===== src/rtl/rv32i_mem_sequencer_pkg.sv =====
// Shared definitions for the memory sequencer: FSM states, access op and
// size encodings, and the alignment helper used when accepting requests.
package rv32i_mem_sequencer_pkg;

    typedef enum logic [1:0] {
        IDLE = 2'd0,
        MEM  = 2'd1,
        RESP = 2'd2
    } mem_seq_state_t;

    // Access operation encodings (2'b10 is illegal)
    localparam logic [1:0] LOAD      = 2'b00;
    localparam logic [1:0] STORE     = 2'b01;
    localparam logic [1:0] MEM_NOOP  = 2'b11;

    // Access size encodings (2'b11 is illegal)
    localparam logic [1:0] BYTE      = 2'b00;
    localparam logic [1:0] HALF_WORD = 2'b01;
    localparam logic [1:0] WORD      = 2'b10;

    // True when the byte address is not naturally aligned for the access size
    function automatic logic is_misaligned(input logic [1:0] size, input logic [1:0] addr_lo);
        logic result;
        result = 1'b0;
        case (size)
            HALF_WORD: result = addr_lo[0];
            WORD:      result = (addr_lo != 2'b00);
            default:   result = 1'b0;
        endcase
        return result;
    endfunction

endpackage


===== src/rtl/rv32i_lsu_lane_format.sv =====
// Combinational lane formatter: builds byte enables and lane-replicated
// store data, and extracts/extends load data from a read word.
module rv32i_lsu_lane_format
    import rv32i_mem_sequencer_pkg::*;
(
    input  logic        is_store,
    input  logic [1:0]  size,
    input  logic [1:0]  addr_lo,
    input  logic        is_unsigned,
    input  logic [31:0] wdata,
    input  logic [31:0] rdata,
    output logic [3:0]  be,
    output logic [31:0] wdata_lanes,
    output logic [31:0] load_data
);

    logic [7:0]  rd_lane [4];
    logic [7:0]  byte_sel;
    logic [15:0] half_sel;
    logic        fill;

    genvar gi;
    generate
        for (gi = 0; gi < 4; gi++) begin : g_lane
            assign rd_lane[gi] = rdata[8*gi +: 8];
        end
    endgenerate

    assign byte_sel = rd_lane[addr_lo];
    assign half_sel = addr_lo[1] ? rdata[31:16] : rdata[15:0];

    // Store lane replication and byte enables; loads always read the full word
    always_comb begin
        be          = 4'b1111;
        wdata_lanes = 32'h0;
        if (is_store) begin
            case (size)
                BYTE: begin
                    wdata_lanes = {4{wdata[7:0]}};
                    be          = 4'b0001 << addr_lo;
                end
                HALF_WORD: begin
                    wdata_lanes = {2{wdata[15:0]}};
                    be          = addr_lo[1] ? 4'b1100 : 4'b0011;
                end
                default: begin
                    wdata_lanes = wdata;
                    be          = 4'b1111;
                end
            endcase
        end
    end

    // Load lane selection followed by sign or zero extension
    always_comb begin
        fill      = 1'b0;
        load_data = rdata;
        case (size)
            BYTE: begin
                fill      = ~is_unsigned & byte_sel[7];
                load_data = {{24{fill}}, byte_sel};
            end
            HALF_WORD: begin
                fill      = ~is_unsigned & half_sel[15];
                load_data = {{16{fill}}, half_sel};
            end
            default: load_data = rdata;
        endcase
    end

endmodule


===== src/rtl/rv32i_mem_sequencer.sv =====
// Memory port sequencer: arbitrates fetch vs. load/store (data first),
// rejects misaligned/illegal accesses, runs one bus transaction at a time
// with a timeout, and returns a one-cycle done pulse to the owner.
module rv32i_mem_sequencer
    import rv32i_mem_sequencer_pkg::*;
#(
    parameter int TIMEOUT_CYCLES = 255
) (
    input  logic        clk,
    input  logic        rst,
    input  logic        fetch_req,
    input  logic [31:0] fetch_addr,
    output logic        fetch_done,
    output logic [31:0] fetch_rdata,
    output logic        fetch_err,
    input  logic        data_req,
    input  logic [1:0]  data_op,
    input  logic [1:0]  data_size,
    input  logic        data_unsigned,
    input  logic [31:0] data_addr,
    input  logic [31:0] data_wdata,
    output logic        data_done,
    output logic [31:0] data_rdata,
    output logic        data_err,
    output logic        mem_req,
    output logic        mem_we,
    output logic [31:0] mem_addr,
    output logic [3:0]  mem_be,
    output logic [31:0] mem_wdata,
    input  logic        mem_ack,
    input  logic [31:0] mem_rdata,
    output logic        busy
);

    localparam int CNT_W = $clog2(TIMEOUT_CYCLES + 1);
    localparam logic [CNT_W-1:0] CNT_LAST = CNT_W'(TIMEOUT_CYCLES - 1);
    localparam logic [CNT_W-1:0] CNT_MAX  = '1;

    mem_seq_state_t   state_reg;
    logic             owner_data_reg;
    logic             store_reg;
    logic [1:0]       size_reg;
    logic [1:0]       addr_lo_reg;
    logic             unsigned_reg;
    logic [CNT_W-1:0] timeout_cnt_reg;

    logic             in_idle;
    logic             fmt_store;
    logic [1:0]       fmt_size;
    logic [1:0]       fmt_addr_lo;
    logic             fmt_unsigned;
    logic [3:0]       fmt_be;
    logic [31:0]      fmt_wdata;
    logic [31:0]      fmt_load;
    logic             data_illegal;
    logic             data_bad_align;

    // The formatter sees live request inputs while accepting, latched ones in MEM
    assign in_idle      = (state_reg == IDLE);
    assign fmt_store    = in_idle ? (data_op == STORE) : store_reg;
    assign fmt_size     = in_idle ? data_size : size_reg;
    assign fmt_addr_lo  = in_idle ? data_addr[1:0] : addr_lo_reg;
    assign fmt_unsigned = in_idle ? data_unsigned : unsigned_reg;

    assign data_illegal   = (data_op == 2'b10) || (data_size == 2'b11);
    assign data_bad_align = is_misaligned(data_size, data_addr[1:0]);

    rv32i_lsu_lane_format u_lane_format (
        .is_store    (fmt_store),
        .size        (fmt_size),
        .addr_lo     (fmt_addr_lo),
        .is_unsigned (fmt_unsigned),
        .wdata       (data_wdata),
        .rdata       (mem_rdata),
        .be          (fmt_be),
        .wdata_lanes (fmt_wdata),
        .load_data   (fmt_load)
    );

    // Sequencer FSM with arbitration, request latches, timeout and registered outputs
    always_ff @(posedge clk or posedge rst) begin
        if (rst) begin
            state_reg       <= IDLE;
            owner_data_reg  <= 1'b0;
            store_reg       <= 1'b0;
            size_reg        <= 2'b00;
            addr_lo_reg     <= 2'b00;
            unsigned_reg    <= 1'b0;
            timeout_cnt_reg <= '0;
            fetch_done      <= 1'b0;
            fetch_rdata     <= 32'h0;
            fetch_err       <= 1'b0;
            data_done       <= 1'b0;
            data_rdata      <= 32'h0;
            data_err        <= 1'b0;
            mem_req         <= 1'b0;
            mem_we          <= 1'b0;
            mem_addr        <= 32'h0;
            mem_be          <= 4'h0;
            mem_wdata       <= 32'h0;
            busy            <= 1'b0;
        end else begin
            case (state_reg)
                IDLE: begin
                    if (data_req) begin
                        owner_data_reg <= 1'b1;
                        busy           <= 1'b1;
                        if (data_op == MEM_NOOP) begin
                            state_reg  <= RESP;
                            data_done  <= 1'b1;
                            data_err   <= 1'b0;
                            data_rdata <= 32'h0;
                        end else if (data_illegal || data_bad_align) begin
                            state_reg  <= RESP;
                            data_done  <= 1'b1;
                            data_err   <= 1'b1;
                            data_rdata <= 32'h0;
                        end else begin
                            state_reg       <= MEM;
                            store_reg       <= (data_op == STORE);
                            size_reg        <= data_size;
                            addr_lo_reg     <= data_addr[1:0];
                            unsigned_reg    <= data_unsigned;
                            timeout_cnt_reg <= '0;
                            mem_req         <= 1'b1;
                            mem_we          <= (data_op == STORE);
                            mem_addr        <= {data_addr[31:2], 2'b00};
                            mem_be          <= fmt_be;
                            mem_wdata       <= fmt_wdata;
                        end
                    end else if (fetch_req) begin
                        owner_data_reg <= 1'b0;
                        busy           <= 1'b1;
                        if (fetch_addr[1:0] != 2'b00) begin
                            state_reg   <= RESP;
                            fetch_done  <= 1'b1;
                            fetch_err   <= 1'b1;
                            fetch_rdata <= 32'h0;
                        end else begin
                            state_reg       <= MEM;
                            store_reg       <= 1'b0;
                            size_reg        <= WORD;
                            addr_lo_reg     <= 2'b00;
                            unsigned_reg    <= 1'b0;
                            timeout_cnt_reg <= '0;
                            mem_req         <= 1'b1;
                            mem_we          <= 1'b0;
                            mem_addr        <= {fetch_addr[31:2], 2'b00};
                            mem_be          <= 4'b1111;
                            mem_wdata       <= 32'h0;
                        end
                    end
                end
                MEM: begin
                    if (mem_ack) begin
                        // Ack wins even on the cycle the timeout would expire
                        state_reg <= RESP;
                        mem_req   <= 1'b0;
                        if (owner_data_reg) begin
                            data_done  <= 1'b1;
                            data_err   <= 1'b0;
                            data_rdata <= store_reg ? 32'h0 : fmt_load;
                        end else begin
                            fetch_done  <= 1'b1;
                            fetch_err   <= 1'b0;
                            fetch_rdata <= mem_rdata;
                        end
                    end else if (timeout_cnt_reg == CNT_LAST) begin
                        state_reg <= RESP;
                        mem_req   <= 1'b0;
                        if (owner_data_reg) begin
                            data_done  <= 1'b1;
                            data_err   <= 1'b1;
                            data_rdata <= 32'h0;
                        end else begin
                            fetch_done  <= 1'b1;
                            fetch_err   <= 1'b1;
                            fetch_rdata <= 32'h0;
                        end
                    end else if (timeout_cnt_reg != CNT_MAX) begin
                        timeout_cnt_reg <= timeout_cnt_reg + 1'b1;
                    end
                end
                RESP: begin
                    state_reg   <= IDLE;
                    busy        <= 1'b0;
                    fetch_done  <= 1'b0;
                    fetch_rdata <= 32'h0;
                    fetch_err   <= 1'b0;
                    data_done   <= 1'b0;
                    data_rdata  <= 32'h0;
                    data_err    <= 1'b0;
                end
                default: begin
                    state_reg <= IDLE;
                    busy      <= 1'b0;
                    mem_req   <= 1'b0;
                end
            endcase
        end
    end

endmodule


===== config.mk =====
export PLATFORM = sky130hd
export DESIGN_NAME = rv32i_mem_sequencer
export DESIGN_NICKNAME = d
export VERILOG_FILES = /design/src/rtl/rv32i_mem_sequencer_pkg.sv /design/src/rtl/rv32i_lsu_lane_format.sv /design/src/rtl/rv32i_mem_sequencer.sv
export SDC_FILE = /design/constraint.sdc
export NUM_CORES = 1
export LEC_CHECK = 0
export BUFFER_PORTS_ARGS = -buffer_cell sky130_fd_sc_hd__buf_4
export CORE_AREA = 5 5 133 186
export CTS_BUF_LIST = sky130_fd_sc_hd__clkbuf_4
export CTS_CLUSTER_DIAMETER = 50
export DETAILED_ROUTE_END_ITERATION = 12
export DIE_AREA = 0 0 138 191
export HOLD_SLACK_MARGIN = 0.03
export PLACE_DENSITY_LB_ADDON = 0.05
export SYNTH_ARGS = -nofsm -noshare
export SYNTH_HDL_FRONTEND = slang
export SYNTH_SLANG_ARGS = --single-unit

===== constraint.sdc =====
create_clock -name clk -period 6.13 [get_ports clk]
set_input_delay 0.9195 -clock clk [delete_from_list [all_inputs] [get_ports clk]]
set_output_delay 0.9195 -clock clk [all_outputs]
set_load 0.1 [all_outputs]

==> results.sh, run 1 <==
export IMPL_endpoint_kind="flip-flop"
export IMPL_clockRootBuffer="clkbuf_4"
export IMPL_io_pins=277
export IMPL_async_flop_share_pct=100
export IMPL_clk_path_buf_depth=2
export IMPL_drt_total_wl_mm=25.9
export IMPL_insertion_delay_ns=0.58
export IMPL_hold_buffers=0
export IMPL_yosys_warnings=0
export IMPL_multi_input_area_um2=3740
export IMPL_synth_area_um2=7870
export IMPL_reg2reg_depth=8
export IMPL_finalClockSkew_ns=0.0268
export IMPL_hpwl_mm=18.8
export IMPL_drc=0
export IMPL_drv_slew=0
export IMPL_vias=6889
export IMPL_synth_simple_area_share_pct=12.3
export IMPL_hp_class="primary input to asynchronous set/reset pin"
export IMPL_p_comb_share_pct=60.8
export IMPL_start_util_pct=34.3
export IMPL_synthDistinctLibCells=53
export IMPL_ff2ff_setup_slack_ns=2.72
export IMPL_wl_per_cell_um=19.1
export IMPL_cp_start_kind="flip-flop"
export IMPL_worstSetupPathType="flip-flop to flip-flop"
export IMPL_grtUsageMet3_pct=5.31
export IMPL_ys_seq_area_share_pct=48.7
export IMPL_period_share_pct=55.6
export IMPL_maxCapViolations=0
export IMPL_syn_mean_instance_area_um2=9.98
export IMPL_cts_clk_slew_worst_paths_ns=0.14
export IMPL_ys_top_cells_by_count="dfrtp_1, nand2_1, mux2_2, a21oi_1, mux2i_1"
export IMPL_leakage_nw=5.11
export IMPL_grt_pass1_vias=6887
export IMPL_synth_area_top_cells="dfrtp_1, mux2_2, mux2i_1"
export IMPL_grt_pass1_wl_mm=39.8
export IMPL_clkSinkCount=153
export IMPL_syn_instance_count=788
export IMPL_clock_fmax_mhz=294
export IMPL_reg2reg_from="state_reg[0]"
export IMPL_die_y_um=191
export IMPL_area_growth_pct=33.0
export IMPL_grt_busiest_layer="met2"
export IMPL_post_cts_resized=0
export IMPL_h_tree_depth=4
export IMPL_grtUsageMet2_pct=33.2
export IMPL_p_switching_mw=2.99
export IMPL_finalHoldViolations=0
export IMPL_yosys_register_bits=153
export IMPL_critical_path_startpoint="state_reg[0]"
export IMPL_ir_drop_mv=0.267
export IMPL_synth_top_family_by_area="multiplexers"
export IMPL_netlist_area_leader_share_pct=48.7
export IMPL_nNetsFinal=1177
export IMPL_num_rows=66
export IMPL_cts_tree="done"
export IMPL_synthXorXnorAreaFrac_pct=0
export IMPL_synth_edf_count=0
export IMPL_swShare_pct=56.7
export IMPL_drt_pre_antenna_iters=5
export IMPL_p_seq_share_pct=26.4
export IMPL_status="finished, final reports clean"
export IMPL_place_gp_congestion=0.775
export IMPL_overflow=0
export IMPL_period_minus_slack_ns=3.41
export IMPL_grt_max_degree=93
export IMPL_met1_usage_pct=23.4
export IMPL_post_cts_setup_buffers=0
export IMPL_synthMuxAreaShare_pct=17.5
export IMPL_viasPerCell=5.09
export IMPL_cp_arrival_ns=3.86
export IMPL_drive_above_1_share_pct=39.2
export IMPL_critPathRequiredTime_ns=6.59
export IMPL_internal_power_mw=2.29
export IMPL_synth_most_common_cell="dfrtp_1"
export IMPL_top_regs="data_rdata: 32 flops, fetch_rdata: 32 flops, mem_wdata: 32 flops"
export IMPL_antenna_found_initial=1
export IMPL_power_density_nw_per_um2=504
export IMPL_die_w_um=138
export IMPL_postRouteAntennaNets=0
export IMPL_fp_coreArea_um2=23000
export IMPL_tritoncts_num_buffers=17
export IMPL_synthAdderAreaFrac_pct=1.43
export IMPL_clockPowerShare_pct=12.8
export IMPL_rsz0062_at_grt="no"
export IMPL_port_buffers=274
export IMPL_grt_usage_pct=19.1
export IMPL_whs_ns=0.478
export IMPL_synth_main_ff_cell="dfrtp_1"
export IMPL_fillers=2347
export IMPL_drt_iter0_markers=336
export IMPL_setup_viol=0
export IMPL_synth_compound_area_share_pct=15.6
export IMPL_cp_max_fo=92
export IMPL_slew_limit_headroom_pct=26.2
export IMPL_rr_endpoint="data_rdata[12]"
export IMPL_tns_ns=0
export IMPL_crit_end="data_rdata[12]"
export IMPL_die_area_um2=26400
export IMPL_yosysTopAreaCell="dfrtp_1"
export IMPL_seqCellArea_um2=3830
export IMPL_worst_pin_slew_ns=1.08
==> layout by cell type (no fill, tap or decap), types with 3 or more instances in the layout <==
master       n
clkbuf_4    20
buf_4      282
o221ai_1     3
dfrtp_1    153
ha_1         8
nand3b_1     4
mux2_4       3
a31oi_1     32
a311oi_1     8
nand3_1      5
o31ai_1      3
a21oi_1     61
nor2_1      45
nor3_1      19
nand2_1    127
inv_1       17
diode_2      5
o22ai_1     10
mux2i_1     48
clkinv_2     3
o2bb2ai_1    7
o21ai_0     47
mux2_2      73
bufinv_16    3
nand4_1      5
nand2b_1     5
a21bo_2      5
==> worst max-delay path, stage by stage, from the launching register on <==
cell     delay [ns]
dfrtp_1        0.43
inv_1          0.15
ha_4           0.82
mux2i_1        0.27
buf_4          0.24
mux4_2         0.57
a21oi_2        0.41
nor3_1         0.09
mux2_2         0.30
==> cells by family (layout without fill, tap and decap cells) <==
kind of cell	after synthesis	in the layout
compound gates	196	196
fa+ha+maj	9	9
flops	153	153
buf+inv	78	332
other cells	1	7
mux	126	126
simple gates	225	225
==> power groups by stage <==
stage	Clock (mW)	Combinational [mW]	Sequential [mW]
detailed placement	0	3.23	1.41
CTS	0.701	3.23	1.39
global placement	0	3.23	1.41
floorplan	0	0.979	2.89
finish	0.673	3.21	1.39
global route	0.739	3.37	1.42
==> worst min-delay path by stage <==
stage               slack (ns)       startpoint  cells past startpoint               to
floorplan                 0.47   addr_lo_reg[0]                      1   addr_lo_reg[0]
global placement          0.46  fetch_rdata[28]                      2  fetch_rdata[28]
detailed placement        0.47  fetch_rdata[15]                      2  fetch_rdata[15]
CTS                       0.47              rst                      2   fetch_rdata[3]
global route              0.50              rst                      2   fetch_rdata[4]
finish                    0.48              rst                      2   fetch_rdata[3]
==> layer usage <==
| layer | up-vias | part of all wire [%] |
|---|---|---|
| li1 | 3289 | - |
| met1 | 3338 | 41 |
| met2 | 236 | 51 |
| met3 | 26 | 6.8 |
| met4 | 0 | 1.7 |
| met5 | - | 0 |
==> metrics by stage <==
step                setup WS (ns)  util (%)  power, mW  instance area, um2  cells
finish                       2.72      45.6       5.27               10500   1354
global route                 2.51      45.6       5.53               10500   1354
global placement             2.18      44.2       4.64               10100   1317
CTS                          2.73      45.5       5.33               10400   1349
detailed placement           2.18      44.2       4.64               10100   1317
floorplan                    1.09         -       3.87                7870    789
==> final cells by class <==
type                       count  area share, %
clock buffer                  20           1.44
timing repair buffer         282           20.2
clock inverter                12           1.44
antenna                        5          0.120
inverter                      18          0.694
tap                          306           3.66
sequential                   153           36.6
multi-input combinational    558           35.8
Note: power is estimated with default switching activity, not from simulation.
==> run 2: changes to the inputs <==
Settings changed: ABC_AREA set to 1, CORE_AREA 5 5 133 186 to 5 5 137 191, DIE_AREA 0 0 138 191 to 0 0 142 196.
Clock period 6.13 ns to 3.2 ns, I/O delays scaled along.
==> run 2 against run 1 <==
Against the previous run: first-iteration DRC count increased by 65%; final area up 3.8%; sequential cell count stayed put; clock-buffer cell count shrank 2; via count up 20%; power grew 120%; non-clock buffer count increased by 3; die area increased by 5.6%; worst hold slack got worse by 0.37 ns; critical endpoint is now data_rdata[16]; largest cell class is now multi-input gates; highest routed layer unchanged.
==> results.sh, run 2 <==
export IMPL_status="finished, final reports clean"
export IMPL_cp_max_fo=21
export IMPL_die_y_um=196
export IMPL_grt_pass1_vias=8319
export IMPL_leakage_nw=6.00
export IMPL_port_buffers=274
export IMPL_synth_area_top_cells="dfrtp_1, nand2_1, o21ai_0"
export IMPL_cts_clk_slew_worst_paths_ns=0.13
export IMPL_drt_iter0_markers=556
export IMPL_final_common_cell="nand2_1"
export IMPL_cp_start_kind="flip-flop"
export IMPL_synth_edf_count=0
export IMPL_ys_top_cells_by_count="nand2_1, dfrtp_1, nor2_1, o21ai_0, nand3_1"
export IMPL_setup_slack_ns=0.464
export IMPL_antenna_found_initial=1
export IMPL_top_regs="data_rdata: 32 flops, fetch_rdata: 32 flops, mem_wdata: 32 flops"
export IMPL_drt_total_wl_mm=29.1
export IMPL_drive_above_1_share_pct=23.8
export IMPL_vias=8255
export IMPL_syn_instance_count=1187
export IMPL_period_minus_slack_ns=2.74
export IMPL_fp_coreArea_um2=24300
export IMPL_yosys_warnings=0
export IMPL_fin_util_pct=44.6
export IMPL_h_tree_depth=4
export IMPL_insertion_delay_ns=0.58
export IMPL_power_density_nw_per_um2=1060
export IMPL_setup_viol=0
export IMPL_endpoint_kind="flip-flop"
export IMPL_clock_fmax_mhz=365
export IMPL_clkSinkCount=153
export IMPL_ys_seq_area_share_pct=46.2
export IMPL_worst_pin_slew_ns=0.996
export IMPL_place_gp_congestion=0.841
export IMPL_clockRootBuffer="clkbuf_4"
export IMPL_synth_main_ff_cell="dfrtp_1"
export IMPL_num_rows=68
export IMPL_rsz0062_at_grt="no"
export IMPL_async_flop_share_pct=100
export IMPL_placed_cells=1720
export IMPL_finalHoldViolations=0
export IMPL_post_cts_setup_buffers=0
export IMPL_layout_cells_non_filler=1752
export IMPL_slew_limit_headroom_pct=33.6
export IMPL_grt_max_degree=154
export IMPL_grt_pass1_wl_mm=45.9
export IMPL_synth_most_common_cell="nand2_1"
export IMPL_wl_per_cell_um=16.6
export IMPL_hp_class="primary input to asynchronous set/reset pin"
export IMPL_yosys_register_bits=153
export IMPL_drv_slew=0
export IMPL_mostFrequentLayoutCells="nand2_1, buf_4, dfrtp_1, nor2_1, o21ai_0"
export IMPL_io_pins=277
export IMPL_hpwl_mm=21.3
export IMPL_post_cts_resized=0
export IMPL_grt_usage_pct=20.9
export IMPL_postRouteAntennaNets=0
export IMPL_viasPerCell=4.71
export IMPL_die_w_um=142
export IMPL_area_growth_pct=31.1
export IMPL_design_area_um2=10900
export IMPL_drt_pre_antenna_iters=6
export IMPL_ir_drop_mv=0.529
export IMPL_whs_ns=0.106
export IMPL_cp_arrival_ns=3.21
export IMPL_nNetsFinal=1571
export IMPL_netlist_area_leader_share_pct=46.2
export IMPL_dpl_worst_slack_ns=0.480
export IMPL_critPathRequiredTime_ns=3.67
export IMPL_drc=0
export IMPL_cts_tree="done"
export IMPL_worstSetupPathType="flip-flop to flip-flop"
export IMPL_finalClockSkew_ns=0.0193
export IMPL_start_util_pct=34.0
export IMPL_die_area_um2=27800
export IMPL_maxCapViolations=0
export IMPL_tns_ns=0
export IMPL_period_share_pct=85.5
export IMPL_power_mw=11.5
export IMPL_yosysTopAreaCell="dfrtp_1"
export IMPL_synthDistinctLibCells=36
export IMPL_clk_path_buf_depth=2
export IMPL_hold_buffers=0
export IMPL_placed_area_um2=10500
export IMPL_overflow=0
export IMPL_synth_area_um2=8280
export IMPL_tritoncts_num_buffers=17
export IMPL_syn_mean_instance_area_um2=6.98
## run 2: cell types whose count changed in the layout (fill, tap and decap cells not counted), sizes merged, moves of 7 or more
cell / before / now
o21ai: 49 / 90
nand2: 128 / 578
nand3: 5 / 83
mux2: 76 / 0
nor3: 19 / 2
nor2: 45 / 102
mux2i: 49 / 0
a311oi: 8 / 0
inv: 19 / 55
a21oi: 62 / 16
o2bb2ai: 7 / 0
a31oi: 33 / 0
## run 2: path summary, 6_finish.rpt
kind	cells past startpoint	from	slack, ns	end
worst max-delay path	10	state_reg[0]	0.46	data_rdata[16]
worst min-delay path	3	rst	0.11	fetch_rdata[27]
worst max register to register	10	state_reg[0]	0.46	data_rdata[16]
worst min register to register	2	mem_wdata[17]	0.49	mem_wdata[17]
max in group asynchronous	3	rst	2.41	mem_wdata[4]
min in group clk	3	mem_rdata[2]	0.17	fetch_rdata[2]
## run 2: critical path, cell delays in order, from the launching register on
cell and delay [ns]:
dfrtp_1 0.43, inv_1 0.11, ha_1 0.15, buf_4 0.20, inv_2 0.13, o21ai_2 0.79, nor2_4 0.22, nand4_4 0.26
nand2_4 0.17, nand2_1 0.11, nand2_1 0.05
## run 2: cells by family after synthesis
family	after synthesis	share of synthesized area (%)
compound gates	119	7.60
xor+xnor	6	0.635
fa+ha+maj	9	1.36
other cells	1	0.0453
simple gates	776	37.5
flops	153	46.2
buf+inv	123	6.62
## run 2: metal layers
layer  up-vias  global-route usage [%]  part of all wire, %
met3        40                    6.56                  8.0
li1       4164                       -                    -
met2       262                    36.0                   50
met5         -                       0                    0
met1      3789                    24.8                   40
met4         0                    6.33                  2.3
## run 2: layout make-up
cell class | instances | area, um2
diodes | 1 | 2.50
fillers | 2660 | 13500
clock inverters | 13 | 178
inverters | 55 | 210
clock buffers | 18 | 135
flip-flops and latches | 153 | 3830
repair buffers | 285 | 2180
well taps | 315 | 394
multi-input cells | 912 | 3930
## run 2: where the power goes
group | leakage (nW) | total, mW | internal, mW | switching [mW]
sequential | 2.05 | 2.78 | 2.45 | 0.333
combinational | 3.79 | 7.35 | 1.47 | 5.88
clock | 0.158 | 1.35 | 0.618 | 0.727
total | 6.00 | 11.5 | 4.54 | 6.94
